**config.mk**
```make
export PLATFORM = sky130hd
export DESIGN_NAME = cnn_frame_sequencer_flat
export DESIGN_NICKNAME = d
export VERILOG_FILES = /design/src/rtl/cnn_frame_sequencer_pkg.sv /design/src/rtl/cnn_frame_sequencer_if.sv /design/src/rtl/cnn_cfg_shadow.sv /design/src/rtl/cnn_frame_sequencer.sv /design/src/flat_wrapper.sv
export SDC_FILE = /design/constraint.sdc
export NUM_CORES = 1
export LEC_CHECK = 0
export BUFFER_PORTS_ARGS = -buffer_cell sky130_fd_sc_hd__buf_2
export CORE_AREA = 3 3 128 142
export CTS_CLUSTER_DIAMETER = 80
export CTS_CLUSTER_SIZE = 30
export DETAILED_ROUTE_END_ITERATION = 8
export DIE_AREA = 0 0 131 145
export PLACE_DENSITY = 0.76
export SYNTH_ARGS = -nofsm -noshare
export SYNTH_HDL_FRONTEND = slang
export SYNTH_SLANG_ARGS = --single-unit
export TNS_END_PERCENT = 1
```
**constraint.sdc**
```tcl
create_clock -name iClk -period 2.1 [get_ports iClk]
set_clock_uncertainty 0.05 [all_clocks]
set_input_delay 0.42 -clock iClk [delete_from_list [all_inputs] [get_ports iClk]]
set_output_delay 0.42 -clock iClk [all_outputs]
set_load 0.02 [all_outputs]
```
**src/rtl/cnn_frame_sequencer_pkg.sv**
```systemverilog
// cnn_seq_pkg: shared state encoding and default geometry for the CNN frame sequencer
package cnn_seq_pkg;
  typedef enum logic [2:0] {IDLE, LOAD, RUN, DRAIN, DONE} state_t;
  localparam int DEF_WIDTH = 480;
  localparam int DEF_HEIGHT = 272;
  localparam int DEF_DEPTH = DEF_WIDTH * DEF_HEIGHT;
  localparam int DEF_CNT_W = 17;
endpackage

```
**src/rtl/cnn_frame_sequencer_if.sv**
```systemverilog
// cnn_frame_sequencer_if: control/config bus between host-side logic (master) and the sequencer (slave)
//   i* signals: clock enable, start/abort/continuous requests, live config words, conv result valid
//   o* signals: window enable, shadow config, busy/done/error status, pixel and frame counters
interface cnn_frame_sequencer_if import cnn_seq_pkg::*; #(
  parameter int CNT_W = DEF_CNT_W
);
  logic iEnClk, iStart, iAbort, iCont, iResValid;
  logic [31:0] iReg0, iReg1, iReg2, iReg3;
  logic oWinEn, oBusy, oDone, oErr;
  logic [31:0] oReg0, oReg1, oReg2, oReg3;
  logic [CNT_W-1:0] oPixCnt;
  logic [15:0] oFrameCnt;
  modport master (
    output iEnClk, iStart, iAbort, iCont, iResValid, iReg0, iReg1, iReg2, iReg3,
    input oWinEn, oBusy, oDone, oErr, oReg0, oReg1, oReg2, oReg3, oPixCnt, oFrameCnt
  );
  modport slave (
    input iEnClk, iStart, iAbort, iCont, iResValid, iReg0, iReg1, iReg2, iReg3,
    output oWinEn, oBusy, oDone, oErr, oReg0, oReg1, oReg2, oReg3, oPixCnt, oFrameCnt
  );
endinterface

```
**src/rtl/cnn_cfg_shadow.sv**
```systemverilog
// cnn_cfg_shadow: 4x32 shadow register bank loaded by a single strobe
//   iClk/iRsn clock and async active-low reset; iLoad strobe; iD live words; oQ shadow words
module cnn_cfg_shadow (
  input  logic iClk,
  input  logic iRsn,
  input  logic iLoad,
  input  logic [3:0][31:0] iD,
  output logic [3:0][31:0] oQ
);
  always_ff @(posedge iClk or negedge iRsn)
    if (!iRsn) oQ <= '0;
    else if (iLoad) oQ <= iD;
endmodule

```
**src/rtl/cnn_frame_sequencer.sv**
```systemverilog
// cnn_frame_sequencer: frame-level controller for the CNN datapath
//   iClk/iRsn clock and async active-low reset; bus (slave modport) carries requests,
//   live config, conv result valid, window enable, shadow config and status counters.
//   Optional stall timeout compiled in with macro CNN_SEQ_TIMEOUT_EN.
module cnn_frame_sequencer import cnn_seq_pkg::*; #(
  parameter int WIDTH = DEF_WIDTH,
  parameter int HEIGHT = DEF_HEIGHT,
  parameter int DEPTH = WIDTH * HEIGHT,
  parameter int CNT_W = DEF_CNT_W,
  parameter int DRAIN_CYC = 8,
  parameter int TIMEOUT_CYC = 4096
) (
  input logic iClk,
  input logic iRsn,
  cnn_frame_sequencer_if.slave bus
);
  localparam int DW = $clog2(DRAIN_CYC + 1);
  state_t state, nextState;
  logic [CNT_W-1:0] pixCnt;
  logic [DW-1:0] drainCnt;
  logic [15:0] frameCnt;
  logic [3:0][31:0] shadowQ;
  logic contQ, busy, done, load, enterDone, pixInc, lastPix, lastDrain, timeout;
  always_comb begin
    pixInc = state == RUN && bus.iEnClk && bus.iResValid && !bus.iAbort;
    lastPix = pixInc && pixCnt == CNT_W'(DEPTH - 1);
    lastDrain = state == DRAIN && bus.iEnClk && drainCnt == DW'(DRAIN_CYC - 1);
    nextState = state;
    if (bus.iAbort || timeout) nextState = IDLE;
    else
      case (state)
        IDLE: nextState = bus.iStart ? LOAD : IDLE;
        LOAD: nextState = bus.iEnClk ? RUN : LOAD;
        RUN: nextState = lastPix ? DRAIN : RUN;
        DRAIN: nextState = lastDrain ? DONE : DRAIN;
        DONE: nextState = !bus.iEnClk ? DONE : contQ ? LOAD : IDLE;
        default: nextState = IDLE;
      endcase
    load = nextState == LOAD && state != LOAD;
    enterDone = nextState == DONE && state != DONE;
  end
  always_ff @(posedge iClk or negedge iRsn)
    if (!iRsn) begin
      state <= IDLE;
      busy <= 1'b0;
      done <= 1'b0;
      contQ <= 1'b0;
      pixCnt <= '0;
      drainCnt <= '0;
      frameCnt <= '0;
    end else begin
      state <= nextState;
      busy <= nextState != IDLE;
      done <= enterDone;
      contQ <= enterDone ? bus.iCont : contQ;
      pixCnt <= load ? '0 : pixCnt + CNT_W'(pixInc);
      drainCnt <= state != DRAIN ? '0 : drainCnt + DW'(bus.iEnClk);
      frameCnt <= frameCnt + 16'(enterDone);
    end
`ifdef CNN_SEQ_TIMEOUT_EN
  localparam int TW = $clog2(TIMEOUT_CYC + 1);
  logic [TW-1:0] stallCnt;
  logic err;
  // Abort takes precedence, so a coincident stall expiry must not raise the flag.
  assign timeout = state == RUN && bus.iEnClk && !bus.iResValid && !bus.iAbort
                   && stallCnt == TW'(TIMEOUT_CYC - 1);
  always_ff @(posedge iClk or negedge iRsn)
    if (!iRsn) begin
      stallCnt <= '0;
      err <= 1'b0;
    end else begin
      stallCnt <= (state != RUN || (bus.iEnClk && bus.iResValid)) ? '0 : stallCnt + TW'(bus.iEnClk);
      err <= (state == IDLE && load) ? 1'b0 : err | timeout;
    end
  assign bus.oErr = err;
`else
  assign timeout = 1'b0;
  assign bus.oErr = 1'b0;
`endif
  cnn_cfg_shadow uShadow (
    .iClk(iClk),
    .iRsn(iRsn),
    .iLoad(load),
    .iD({bus.iReg3, bus.iReg2, bus.iReg1, bus.iReg0}),
    .oQ(shadowQ)
  );
  assign bus.oReg0 = shadowQ[0];
  assign bus.oReg1 = shadowQ[1];
  assign bus.oReg2 = shadowQ[2];
  assign bus.oReg3 = shadowQ[3];
  assign bus.oWinEn = state == RUN;
  assign bus.oBusy = busy;
  assign bus.oDone = done;
  assign bus.oPixCnt = pixCnt;
  assign bus.oFrameCnt = frameCnt;
endmodule

```
**src/flat_wrapper.sv**
```systemverilog
// flat-port wrapper written by rule: the top's interface ports become plain ports
module cnn_frame_sequencer_flat import cnn_seq_pkg::*;
#(
  parameter int WIDTH = DEF_WIDTH,
  parameter int HEIGHT = DEF_HEIGHT,
  parameter int DEPTH = WIDTH * HEIGHT,
  parameter int CNT_W = DEF_CNT_W,
  parameter int DRAIN_CYC = 8,
  parameter int TIMEOUT_CYC = 4096
)
  (iClk, iRsn, bus_iEnClk, bus_iStart, bus_iAbort, bus_iCont, bus_iResValid, bus_iReg0, bus_iReg1, bus_iReg2, bus_iReg3, bus_oWinEn, bus_oBusy, bus_oDone, bus_oErr, bus_oReg0, bus_oReg1, bus_oReg2, bus_oReg3, bus_oPixCnt, bus_oFrameCnt);
  cnn_frame_sequencer_if #(.CNT_W(CNT_W)) bus_i ();
  input logic iClk;
  input logic iRsn;
  input wire logic [$bits(bus_i.iEnClk)-1:0] bus_iEnClk;
  input wire logic [$bits(bus_i.iStart)-1:0] bus_iStart;
  input wire logic [$bits(bus_i.iAbort)-1:0] bus_iAbort;
  input wire logic [$bits(bus_i.iCont)-1:0] bus_iCont;
  input wire logic [$bits(bus_i.iResValid)-1:0] bus_iResValid;
  input wire logic [$bits(bus_i.iReg0)-1:0] bus_iReg0;
  input wire logic [$bits(bus_i.iReg1)-1:0] bus_iReg1;
  input wire logic [$bits(bus_i.iReg2)-1:0] bus_iReg2;
  input wire logic [$bits(bus_i.iReg3)-1:0] bus_iReg3;
  output wire logic [$bits(bus_i.oWinEn)-1:0] bus_oWinEn;
  output wire logic [$bits(bus_i.oBusy)-1:0] bus_oBusy;
  output wire logic [$bits(bus_i.oDone)-1:0] bus_oDone;
  output wire logic [$bits(bus_i.oErr)-1:0] bus_oErr;
  output wire logic [$bits(bus_i.oReg0)-1:0] bus_oReg0;
  output wire logic [$bits(bus_i.oReg1)-1:0] bus_oReg1;
  output wire logic [$bits(bus_i.oReg2)-1:0] bus_oReg2;
  output wire logic [$bits(bus_i.oReg3)-1:0] bus_oReg3;
  output wire logic [$bits(bus_i.oPixCnt)-1:0] bus_oPixCnt;
  output wire logic [$bits(bus_i.oFrameCnt)-1:0] bus_oFrameCnt;
  assign bus_i.iEnClk = bus_iEnClk;
  assign bus_i.iStart = bus_iStart;
  assign bus_i.iAbort = bus_iAbort;
  assign bus_i.iCont = bus_iCont;
  assign bus_i.iResValid = bus_iResValid;
  assign bus_i.iReg0 = bus_iReg0;
  assign bus_i.iReg1 = bus_iReg1;
  assign bus_i.iReg2 = bus_iReg2;
  assign bus_i.iReg3 = bus_iReg3;
  assign bus_oWinEn = bus_i.oWinEn;
  assign bus_oBusy = bus_i.oBusy;
  assign bus_oDone = bus_i.oDone;
  assign bus_oErr = bus_i.oErr;
  assign bus_oReg0 = bus_i.oReg0;
  assign bus_oReg1 = bus_i.oReg1;
  assign bus_oReg2 = bus_i.oReg2;
  assign bus_oReg3 = bus_i.oReg3;
  assign bus_oPixCnt = bus_i.oPixCnt;
  assign bus_oFrameCnt = bus_i.oFrameCnt;
  cnn_frame_sequencer #(.WIDTH(WIDTH), .HEIGHT(HEIGHT), .DEPTH(DEPTH), .CNT_W(CNT_W), .DRAIN_CYC(DRAIN_CYC), .TIMEOUT_CYC(TIMEOUT_CYC)) u_core (.iClk(iClk), .iRsn(iRsn), .bus(bus_i));
endmodule
```
* Word level (Yosys, flattened, before mapping)
Index checks and enable logic that the tools add are counted.
Operators by class: $add $sub $neg 3, equal/unequal tests 11, multiplexer cells 10, reductions and logical operators 11
Operators by type and width (number):
- $add A17 B1 Y17 | 1
- $eq A17 B17 Y1 const B | 1
- $mux W17 | 1
- $add A16 B1 Y16 | 1
- $pmux W3 S5 | 1
- $mux W3 | 3
- $logic_and A1 B1 Y1 | 8
- $eq A3 B1 Y1 const B | 2
- $eq A3 B2 Y1 const B | 2
- $eq A3 B3 Y1 const B | 2
- $add A4 B1 Y4 | 1
- $eq A4 B3 Y1 const B | 1
- $mux W4 | 1
- $logic_not A3 Y1 | 1
- $mux W1 | 3
- $ne A3 B1 Y1 const B | 1
- $ne A3 B2 Y1 const B | 1
- $ne A3 B3 Y1 const B | 1
- $reduce_bool A3 Y1 | 1
- $mux W2 | 1
- $logic_not A1 Y1 | 1
Word-level totals: register bits 171, output and inout port bits 165, logic and storage cells 46

* Depth between registers and ports, before layout
Gate-level depths: netlist of the first run.
depth after elaboration 11, gate-level depth with buffers 11, mapped depth without buffers 10

* Cells and area by module
A second synthesis of the first run with hierarchy kept.
Second synthesis, totals: cells, all modules 466, area, all modules 6915.4 sq um
Modules (own cells, without submodules):
- cnn_cfg_shadow | instances 1, cells each 270, area an instance 4822.1 sq um, seq. area each 3203.1 sq um
- cnn_frame_sequencer | instances 1, cells each 196, area an instance 2093.3 sq um, seq. area each 1076.0 sq um

* Worst setup path after synthesis of the first run
No wires, ideal clock.
kind flip-flop to flip-flop, from register u_core.state[2], to register u_core.pixCnt[16], in the netlist u_core.bus.oPixCnt[16], library setup time 124 ps, arrival time 2141 ps, slack -215 ps, stages on the path, launching flop included 12, period minus slack after synthesis 2315 ps, cells stage by stage dfrtp_1 > buf_2 > or3b_4 > nor3_2 > ha_1 > ha_1 > inv_1 > nor2_1 > nand3_1 > nor2_1 > xnor2_1 > nor2_1
Between the ends: cells in the longest elaborated chain, start to end 11
Ends and longest elaborated chain:
- from (decl) | RTL line cnn_frame_sequencer.sv:18 | state_t state, nextState;
- from (signal assigned) | RTL line cnn_frame_sequencer.sv:52 | state <= nextState;
- parallel branches: the longest is 10 deep, another holds $add A17 B1 Y17
- $mux W17 * | RTL line cnn_frame_sequencer.sv:56 | pixCnt <= load ? '0 : pixCnt + CNT_W'(pixInc);
- to (signal assigned) | RTL line cnn_frame_sequencer.sv:56
- to (decl) | RTL line cnn_frame_sequencer.sv:19 | logic [CNT_W-1:0] pixCnt;
Mark *: on every way between the ends. A chain may end at the register's enable or synchronous reset.

* Worst setup path in the final report of the first run
from register u_core.state[0], to register u_core.uShadow.oQ[124] (netlist bit)
Between the ends: cells in the longest elaborated chain, start to end 10
Ends and longest elaborated chain:
- $eq A3 B2 Y1 | RTL line cnn_frame_sequencer.sv:25, cnn_frame_sequencer.sv:31
- $logic_and A1 B1 Y1 (3 in a row) | RTL line cnn_frame_sequencer.sv:25 | pixInc = state == RUN && bus.iEnClk && bus.iResValid && !bus.iAbort;
- $logic_and A1 B1 Y1 | RTL line cnn_frame_sequencer.sv:26 | lastPix = pixInc && pixCnt == CNT_W'(DEPTH - 1);
- $mux W1 | RTL line cnn_frame_sequencer.sv:34 | RUN: nextState = lastPix ? DRAIN : RUN;
- $pmux W3 S5 * | RTL line cnn_frame_sequencer.sv:31 | case (state)
- $mux W3 * | RTL line cnn_frame_sequencer.sv:29 | if (bus.iAbort || timeout) nextState = IDLE;
- net u_core.nextState[0] | RTL line cnn_frame_sequencer.sv:18
- $eq A3 B1 Y1 * | RTL line cnn_frame_sequencer.sv:39 | load = nextState == LOAD && state != LOAD;
- $logic_and A1 B1 Y1 * | RTL line cnn_frame_sequencer.sv:39
- to (signal assigned) | RTL line cnn_cfg_shadow.sv:12 | else if (iLoad) oQ <= iD;
- to (decl) | RTL line cnn_cfg_shadow.sv:8 | output logic [3:0][31:0] oQ
Mark *: on every way through the listed nets, which the timed path passes. The rest lies on a longest branch.

==> impl_metrics.json, run 1 <==
{
  "status": "finished, violations left",
  "violations": "setup timing",
  "criticalPathCategory": "flop to flop",
  "die_x_um": 131,
  "h-tree-depth": 4,
  "cts_inserted_buffers": 17,
  "setup_ws_ns": -0.169,
  "ys_warn_count": 0,
  "wl_per_cell_um": 16.6,
  "drtAntennaViolNets": 0,
  "clockBufferDepth": 2,
  "placed_area_mm2": 0.00939,
  "finalCritPeriodShare_pct": 108,
  "grt_antenna_before_repair": 0,
  "endpoint_kind": "flop",
  "cts_tree": "built",
  "dominantRegCellSynth": "dfrtp_1",
  "num_rows": 50,
  "synth_seq_cells": 171,
  "period_minus_slack_ns": 2.27,
  "drive_above_1_share_pct": 65.3,
  "final-instance-count-excl-fill": 1076,
  "fmax_mhz": 441,
  "setup_tns_ns": -17.12,
  "setup_viol_count_final": 143,
  "fp.coreArea_mm2": 0.0170,
  "grt_usage_pct": 18.8,
  "clkLatencyLatePin_ns": 0.42,
  "cp_data_arrival_time_ns": 2.53,
  "drtPass1Iterations": 4,
  "place_inst": 1038,
  "hpwl_um": 12900,
  "worstSetupStartpointType": "flop",
  "min_path_cells": 2,
  "area_growth_pct": 42.5,
  "yosys.cell_types.count": 36,
  "cellLeakagePower_nw": 5.45,
  "yosys-top-cells-count": "171 x dfrtp_1, 98 x mux2_4, 31 x mux2_2",
  "yosysTopAreaCellShare_pct": 59.7,
  "final_nets": 970,
  "vdd_drop_max_v": 0.000655,
  "grt_max_degree": 59,
  "synth_edf_count": 0,
  "grt-ovfl-total": 0,
  "via_per_inst": 4.67,
  "totalWireLength_um": 17800,
  "drt_iter0_drc": 231,
  "fin_area_mm2": 0.0102,
  "grt_pass1_wl_um": 28000,
  "io_pins": 300,
  "yosysSeqAreaShare_pct": 59.7,
  "syn_nets": 604,
  "gp_congestion": 0.819,
  "clkTransAtPathRegs_ns": 0.07,
  "worst_slew_pin_slew_ns": 0.509,
  "finalHoldViolCount": 0,
  "die-area_mm2": 0.0190,
  "synthTopCellsByArea": "dfrtp_1 60%, mux2_4 21%, mux2_2 4.9%, xnor2_1 2.2%, buf_6 1.7%",
  "worstPathRequired_ns": 2.36,
  "hp-class": "primary input to flop",
  "relSlewSlack_pct": 66.0,
  "drcViolationCount": 0,
  "portBuffers": 298,
  "yosysTopAreaCell": "dfrtp_1",
  "cts_root_buf": "clkbuf_16",
  "syn_inst": 463,
  "die_h_um": 145,
  "start_util_pct": 42.3,
  "p_total_mw": 11.4,
  "rsz0062_at_grt": "true",
  "num_antenna_cells": 0,
  "first_global_vias": 5411,
  "synthArstFlopShare_pct": 100,
  "vias": 5026,
  "dp_slack_ns": -0.266,
  "avgSynthCellArea_um2": 15.5,
  "syn_area_mm2": 0.00717,
  "power.density_mw_per_mm2": 1120,
  "cts_sinks": 171,
  "reg2reg_depth": 8,
  "finalMaxSlewViolations": 0,
  "cp_max_fo": 18,
  "maxCapViolCount": 0,
  "synthMostInstantiatedCell": "dfrtp_1"
}
metal layers:
metal	share of wire, %	GRT usage (%)
met5	0	0
met4	2.1	6.74
met3	6.8	5.34
met2	52	32.9
met1	39	21.6
power breakdown:
group | switching [mW] | internal, mW
registers | 0.450 | 4.09
logic | 1.91 | 1.74
clock network | 1.34 | 1.89
sequential cells by signal, indices dropped and copies added, names as in the netlist:
signal and cells:
u_core.bus.oPixCnt 17, u_core.contQ 1, u_core.bus.oBusy 1, u_core.state 3
u_core.drainCnt 4, u_core.bus.oFrameCnt 16, u_core.uShadow.oQ 128, u_core.bus.oDone 1
timing repair:
action | 4_1_cts | 5_1_grt
pin swaps | 2 | 2
buffers inserted | 2 | 0
cloned | 3 | 0
hold buffers | 1 | 0
gates resized for setup | 18 | 10
hold endpoints to repair | 32 | 0
setup endpoints to repair | 155 | 159
path summary, 6_finish.rpt:
check                                         startpoint                       end  slack, ns
worst max-delay path                     u_core.state[0]    u_core.uShadow.oQ[124]      -0.17
worst min-delay path                       bus_iReg3[27]    u_core.uShadow.oQ[123]       0.17
worst max register to register           u_core.state[0]    u_core.uShadow.oQ[124]      -0.17
worst min register to register  u_core.bus.oFrameCnt[15]  u_core.bus.oFrameCnt[15]       0.43
max in group asynchronous                           iRsn     u_core.uShadow.oQ[16]       0.94
min in group asynchronous                           iRsn     u_core.uShadow.oQ[29]       0.43
area by class of cell:
class	count	area, um^2
clock buffer	19	433
multi-input combinational	272	2910
sequential	171	4280
inverter	3	11.3
timing repair buffer	364	2130
fill	1363	6740
clock inverter	13	165
tap	234	293
metrics by stage:
stage	hold slack (ns)	util [%]
after detailed placement	0.298	55.4
after CTS	0.155	60.0
after floorplan	0.0744	-
after global routing	0.150	60.3
final	0.165	60.3
after global placement	0.305	55.4
worst max-delay path, stage by stage (launching register included):
cell     delay (ns)
dfrtp_1        0.38
or3b_4         0.44
nor4_4         0.17
nand3_2        0.14
a21oi_4        0.20
buf_6          0.14
nand2_8        0.10
buf_12         0.21
mux2_4         0.30
placed cells by master, fill, tap and decap left out, drive strengths merged, types with 2 or more instances in the layout:
cell    instances
buf           363
and2            6
clkinv          5
nand2          15
nand3          14
nor2           30
dfrtp         171
clkbuf         19
nand4           5
nor3            3
xor2           13
inv             7
bufinv          3
nand4b          2
o21ai           3
a21oi           3
nand2b          4
mux2          129
ha              6
xnor2          18
or2             2
and3            9
cells by family after synthesis:
group	count (synthesis)	share of synthesized area, %
compound gates	10	0.890
xor+xnor	31	3.79
fa+ha+maj	6	1.05
buf+inv	22	2.50
flops	171	59.7
mux	129	25.4
other cells	1	0.0523
simple gates	93	6.65
No activity file was read; power rests on OpenSTA's default activity.
==> run 2, diff against run 1 <==
--- a/config.mk
+++ b/config.mk
@@ -6,11 +6,13 @@
 export NUM_CORES = 1
 export LEC_CHECK = 0
 export BUFFER_PORTS_ARGS = -buffer_cell sky130_fd_sc_hd__buf_2
-export CORE_AREA = 3 3 128 142
+export CELL_PAD_IN_SITES_DETAIL_PLACEMENT = 1
+export CELL_PAD_IN_SITES_GLOBAL_PLACEMENT = 1
+export CORE_AREA = 3 3 143 159
 export CTS_CLUSTER_DIAMETER = 80
 export CTS_CLUSTER_SIZE = 30
 export DETAILED_ROUTE_END_ITERATION = 8
-export DIE_AREA = 0 0 131 145
+export DIE_AREA = 0 0 146 162
 export PLACE_DENSITY = 0.76
 export SYNTH_ARGS = -nofsm -noshare
 export SYNTH_HDL_FRONTEND = slang
==> run 2 against run 1 <==
  * Final cell count increased by 5.7%
  * Register-to-register slack improved by 0.03 ns
  * Sequential share of layout area is 1.2 points lower
  * Fmax rose by 1.4%
  * Hold slack improved by 0.00074 ns
  * Utilization decreased by 11 points
  * Critical endpoint is now u_core.uShadow.oQ[74]
  * Non-clock buffer count is 5 higher
  * Routed wire length rose by 19%
  * The run still ends with setup timing left
  * Via count is 1.8% higher
==> impl_metrics.json, run 2 (synthesis results as in run 1) <==
{
  "power.density_mw_per_mm2": 1080,
  "vias": 5117,
  "hp-class": "primary input to flop",
  "h-tree-depth": 4,
  "setup_tns_ns": -12.95,
  "grt_antenna_before_repair": 1,
  "p_total_mw": 11.4,
  "crit_chain": "or3b_4, nor3_4, nand3_2, a21oi_4, buf_12, nand2_8, clkbuf_16, mux2_4",
  "die-area_mm2": 0.0237,
  "cts_root_buf": "clkbuf_16",
  "clockBufferDepth": 2,
  "gp_congestion": 0.790,
  "critPathMaxStageDelay_ns": 0.42,
  "fmax_mhz": 447,
  "drt_iter0_drc": 157,
  "start_util_pct": 33.8,
  "setup_ws_ns": -0.138,
  "clkTransAtPathRegs_ns": 0.08,
  "num_rows": 56,
  "drtPass1Iterations": 4,
  "cp_slowest_cell": "or3b_4",
  "fp.coreArea_mm2": 0.0212,
  "cellLeakagePower_nw": 5.55,
  "grt_usage_pct": 17.1,
  "drcViolationCount": 0,
  "critPathTopFamily": "simple AND/OR/NAND/NOR gates",
  "grt-ovfl-total": 0,
  "endpoint_kind": "flop",
  "io_pins": 300,
  "clkLatencyLatePin_ns": 0.42,
  "grt_pass1_wl_um": 31900,
  "critPathBufInv": 2,
  "finalCritPeriodShare_pct": 107,
  "hpwl_um": 15200,
  "cts_inserted_buffers": 17,
  "cp_data_arrival_time_ns": 2.49,
  "finalMaxSlewViolations": 0,
  "largest_register_ffs": 128,
  "totalWireLength_um": 21200,
  "setup_viol_count_final": 138,
  "finalHoldViolCount": 0,
  "worstSetupStartpointType": "flop",
  "drtAntennaViolNets": 0,
  "criticalPathCategory": "flop to flop",
  "cts_sinks": 171,
  "worstPathRequired_ns": 2.36,
  "first_global_vias": 5856,
  "wl_per_cell_um": 18.7,
  "status": "finished, violations left",
  "via_per_inst": 4.50,
  "period_minus_slack_ns": 2.24,
  "portBuffers": 298,
  "vdd_drop_max_v": 0.000506,
  "die_x_um": 146,
  "die_h_um": 162,
  "top_register": "u_core.uShadow.oQ",
  "layout_commonest_cell": "buf_2",
  "drive_above_1_share_pct": 65.9,
  "final_nets": 975,
  "area_growth_pct": 46.7,
  "final_cell_mix": "297 x buf_2, 171 x dfrtp_1, 98 x mux2_4",
  "maxCapViolCount": 0,
  "violations": "setup timing",
  "cp_max_fo": 6,
  "cts_tree": "built",
  "rsz0062_at_grt": "true",
  "num_antenna_cells": 0,
  "grt_max_degree": 44
}
run 2: layout make-up:
class | instances | area (um^2)
Multi-Input combinational cell | 272 | 2930
Inverter | 3 | 11.3
Timing Repair Buffer | 369 | 2370
Clock inverter | 14 | 135
Clock buffer | 18 | 429
Tap cell | 290 | 363
Sequential cell | 171 | 4280
Fill cell | 2265 | 10700
run 2: worst paths after layout:
path	slack, ns	cells past startpoint	start	end
setup / recovery	-0.14	8	u_core.state[2]	u_core.uShadow.oQ[74]
hold / removal	0.17	2	bus_iReg1[6]	u_core.uShadow.oQ[38]
setup reg to reg	-0.14	8	u_core.state[2]	u_core.uShadow.oQ[74]
hold reg to reg	0.44	1	u_core.bus.oFrameCnt[4]	u_core.bus.oFrameCnt[4]
max in group asynchronous	0.99	3	iRsn	u_core.uShadow.oQ[95]
min in group asynchronous	0.40	2	iRsn	u_core.bus.oPixCnt[11]
run 2: per-stage QoR:
step / cell area [um^2] / worst slack (ns) / instances / util [%] / hold slack [ns]
after floorplan: 7220 / -0.0809 / 463 / - / 0.0744
after global placement: 9470 / -0.255 / 1089 / 44.6 / 0.293
after detailed placement: 9470 / -0.317 / 1089 / 44.6 / 0.296
after CTS: 10300 / -0.156 / 1128 / 48.4 / 0.147
after global routing: 10500 / -0.203 / 1137 / 49.5 / 0.140
final: 10500 / -0.138 / 1137 / 49.5 / 0.166
run 2: routing by layer:
layer,vias up,track usage (%),wire [um]
met1,2552,19.1,7960
met3,35,5.19,1180
met2,182,31.3,11600
li1,2346,-,-
met5,-,0,7
met4,2,5.65,469
run 2: what timing repair did:
action / 4_1_cts / 5_1_grt
pin swaps: 3 / 4
gates cloned: 4 / 8
hold endpoints to repair: 25 / 0
gates resized for setup: 21 / 14
buffers inserted: 2 / 1
setup endpoints to repair: 155 / 159
hold buffers: 1 / 0
run 2: power by group:
group / internal, mW / switching [mW] / total, mW
clock: 1.56 / 1.44 / 3.00
combinational: 1.82 / 1.99 / 3.81
sequential: 4.09 / 0.480 / 4.57
total: 7.48 / 3.91 / 11.4
==> run 3, diff against run 2 <==
--- a/config.mk
+++ b/config.mk
@@ -8,11 +8,11 @@
 export BUFFER_PORTS_ARGS = -buffer_cell sky130_fd_sc_hd__buf_2
 export CELL_PAD_IN_SITES_DETAIL_PLACEMENT = 1
 export CELL_PAD_IN_SITES_GLOBAL_PLACEMENT = 1
-export CORE_AREA = 3 3 143 159
+export CORE_AREA = 3 3 150 152
 export CTS_CLUSTER_DIAMETER = 80
 export CTS_CLUSTER_SIZE = 30
 export DETAILED_ROUTE_END_ITERATION = 8
-export DIE_AREA = 0 0 146 162
+export DIE_AREA = 0 0 153 155
 export PLACE_DENSITY = 0.76
 export SYNTH_ARGS = -nofsm -noshare
 export SYNTH_HDL_FRONTEND = slang
==> run 3 against run 2 <==
  * Global-route usage is 0.51 points higher
  * Combinational power is 1% lower
  * Fmax is 2.8% lower
  * Highest routed layer unchanged
  * The run still ends with setup timing left
  * Die area is 0.27% higher
  * Non-clock buffer count is 8 lower
  * Critical path depth is 1 higher
  * Final cell count is 2.2% lower
  * Via count is 0.31% higher
  * First-iteration DRC count is 27% lower
  * Sequential power hardly changed
==> impl_metrics.json, run 3 (synthesis results as in run 1) <==
{
  "gp_congestion": 0.762,
  "area_growth_pct": 44.3,
  "largest_register_ffs": 128,
  "wl_per_cell_um": 19.0,
  "layout_commonest_cell": "buf_2",
  "first_global_vias": 5964,
  "portBuffers": 298,
  "via_per_inst": 4.62,
  "h-tree-depth": 4,
  "vdd_drop_max_v": 0.000617,
  "period_minus_slack_ns": 2.30,
  "cts_sinks": 171,
  "cp_data_arrival_time_ns": 2.55,
  "num_rows": 53,
  "start_util_pct": 33.9,
  "hp-class": "primary input to flop",
  "criticalPathCategory": "flop to flop",
  "clockBufferDepth": 2,
  "placed_area_mm2": 0.00940,
  "worstPathRequired_ns": 2.34,
  "hpwl_um": 15700,
  "drt_iter0_drc": 114,
  "critical_path.startpoint": "u_core.state[2]",
  "die_h_um": 155,
  "fp.coreArea_mm2": 0.0212,
  "fmax_mhz": 434,
  "cellLeakagePower_nw": 5.48,
  "grt-ovfl-total": 0,
  "p_total_mw": 11.5,
  "cp_max_fo": 11,
  "violations": "setup timing",
  "worstSetupEndpoint": "u_core.uShadow.oQ[108]",
  "drcViolationCount": 0,
  "clkTransAtPathRegs_ns": 0.07,
  "final_nets": 966,
  "worstSetupStartpointType": "flop",
  "die-area_mm2": 0.0237,
  "final-instance-count-excl-fill": 1112,
  "grt_pass1_wl_um": 32800,
  "setup_viol_count_final": 134,
  "power.density_mw_per_mm2": 1110,
  "num_antenna_cells": 0,
  "die_x_um": 153,
  "r2r-start": "u_core.state[2]",
  "endpoint_kind": "flop",
  "fin_worst_hold_slack_ns": 0.173,
  "worst-path-stages": 9,
  "clkLatencyLatePin_ns": 0.41,
  "top_register": "u_core.uShadow.oQ",
  "final_cell_mix": "297 x buf_2, 171 x dfrtp_1, 98 x mux2_4",
  "cts_root_buf": "clkbuf_16",
  "drtPass1Iterations": 4,
  "grt_max_degree": 49,
  "utilization_pct": 48.9,
  "status": "finished, violations left",
  "setup_tns_ns": -18.51,
  "fillers": 2220,
  "crit_chain": "or3b_4, nor4_4, nand3_2, a21oi_2, buf_6, nand2_8, buf_12, buf_16, mux2_4",
  "finalCritPeriodShare_pct": 110,
  "multi_input_area_mm2": 0.00290,
  "rsz0062_at_grt": "true",
  "io_pins": 300,
  "drive_above_1_share_pct": 65.6,
  "finalHoldViolCount": 0,
  "cts_inserted_buffers": 17,
  "dp_slack_ns": -0.338,
  "final-seq-area_mm2": 0.00428,
  "fin_area_mm2": 0.0103,
  "grt_antenna_before_repair": 1,
  "critPathMaxStageDelay_ns": 0.44,
  "r2r_end": "u_core.uShadow.oQ[108]",
  "cp_slowest_cell": "or3b_4",
  "finalMaxSlewViolations": 0,
  "critPathBufInv": 3,
  "maxCapViolCount": 0,
  "reg2reg_depth": 9,
  "grt_usage_pct": 17.7,
  "critPathTopFamily": "simple AND/OR/NAND/NOR gates",
  "place_inst": 1071,
  "vias": 5133,
  "drtAntennaViolNets": 0,
  "r2r_slack_ns": -0.20,
  "setup_ws_ns": -0.202,
  "cts_tree": "built",
  "totalWireLength_um": 21100
}
-- run 3: cell types whose count changed in the layout (fill, tap and decap cells not counted), moves of 3 or more --
cell       delta
buf_4         -3
buf_12        -4
clkbuf_16     -5
inv_6         +3
clkinv_4      -3
-- run 3: where the power goes --
part / internal (mW) / switching, mW
combinational: 1.77 / 1.98
clock: 1.79 / 1.41
sequential: 4.09 / 0.460
-- run 3: worst min path at each step --
stage                  start                      to  cells past startpoint
2_1_floorplan           iRsn        u_core.bus.oBusy                      0
3_3_place_gp            iRsn    u_core.uShadow.oQ[9]                      1
3_5_place_dp            iRsn   u_core.uShadow.oQ[11]                      1
4_1_cts        bus_iReg3[18]  u_core.uShadow.oQ[114]                      2
5_1_grt        bus_iReg0[12]   u_core.uShadow.oQ[12]                      2
6_report        bus_iReg3[0]   u_core.uShadow.oQ[96]                      2
-- run 3: worst reg2reg max path, delay by kind of cell (launching register included) --
family | cells | cell delay, ns
and+or+nand+nor | 4 | 0.81
buffers and inverters | 3 | 0.48
DFF | 1 | 0.38
muxes | 1 | 0.31
AOI/OAI and AO/OA | 1 | 0.16
-- run 3: timing repair --
item | in CTS | in global routing
pin swaps | 5 | 2
endpoints found under the hold margin | 41 | 0
resized for setup | 26 | 11
buffers inserted | 3 | 0
hold buffers | 1 | 0
gates cloned | 6 | 0
setup endpoints to repair | 153 | 150
-- run 3: per-layer routing --
layer | GRT usage [%] | share of wire [%]
met1 | 20.2 | 39
met2 | 31.8 | 52
met3 | 5.51 | 6.8
met4 | 5.52 | 1.9
met5 | 0 | 0.061
-- run 3: final cells by class --
cell class | instances | share of cell area [%]
sequential | 171 | 41.4
multi-input combinational | 271 | 28.0
timing repair buffer | 361 | 21.5
clock buffer | 18 | 4.15
tap | 275 | 3.33
clock inverter | 13 | 1.50
inverter | 3 | 0.109
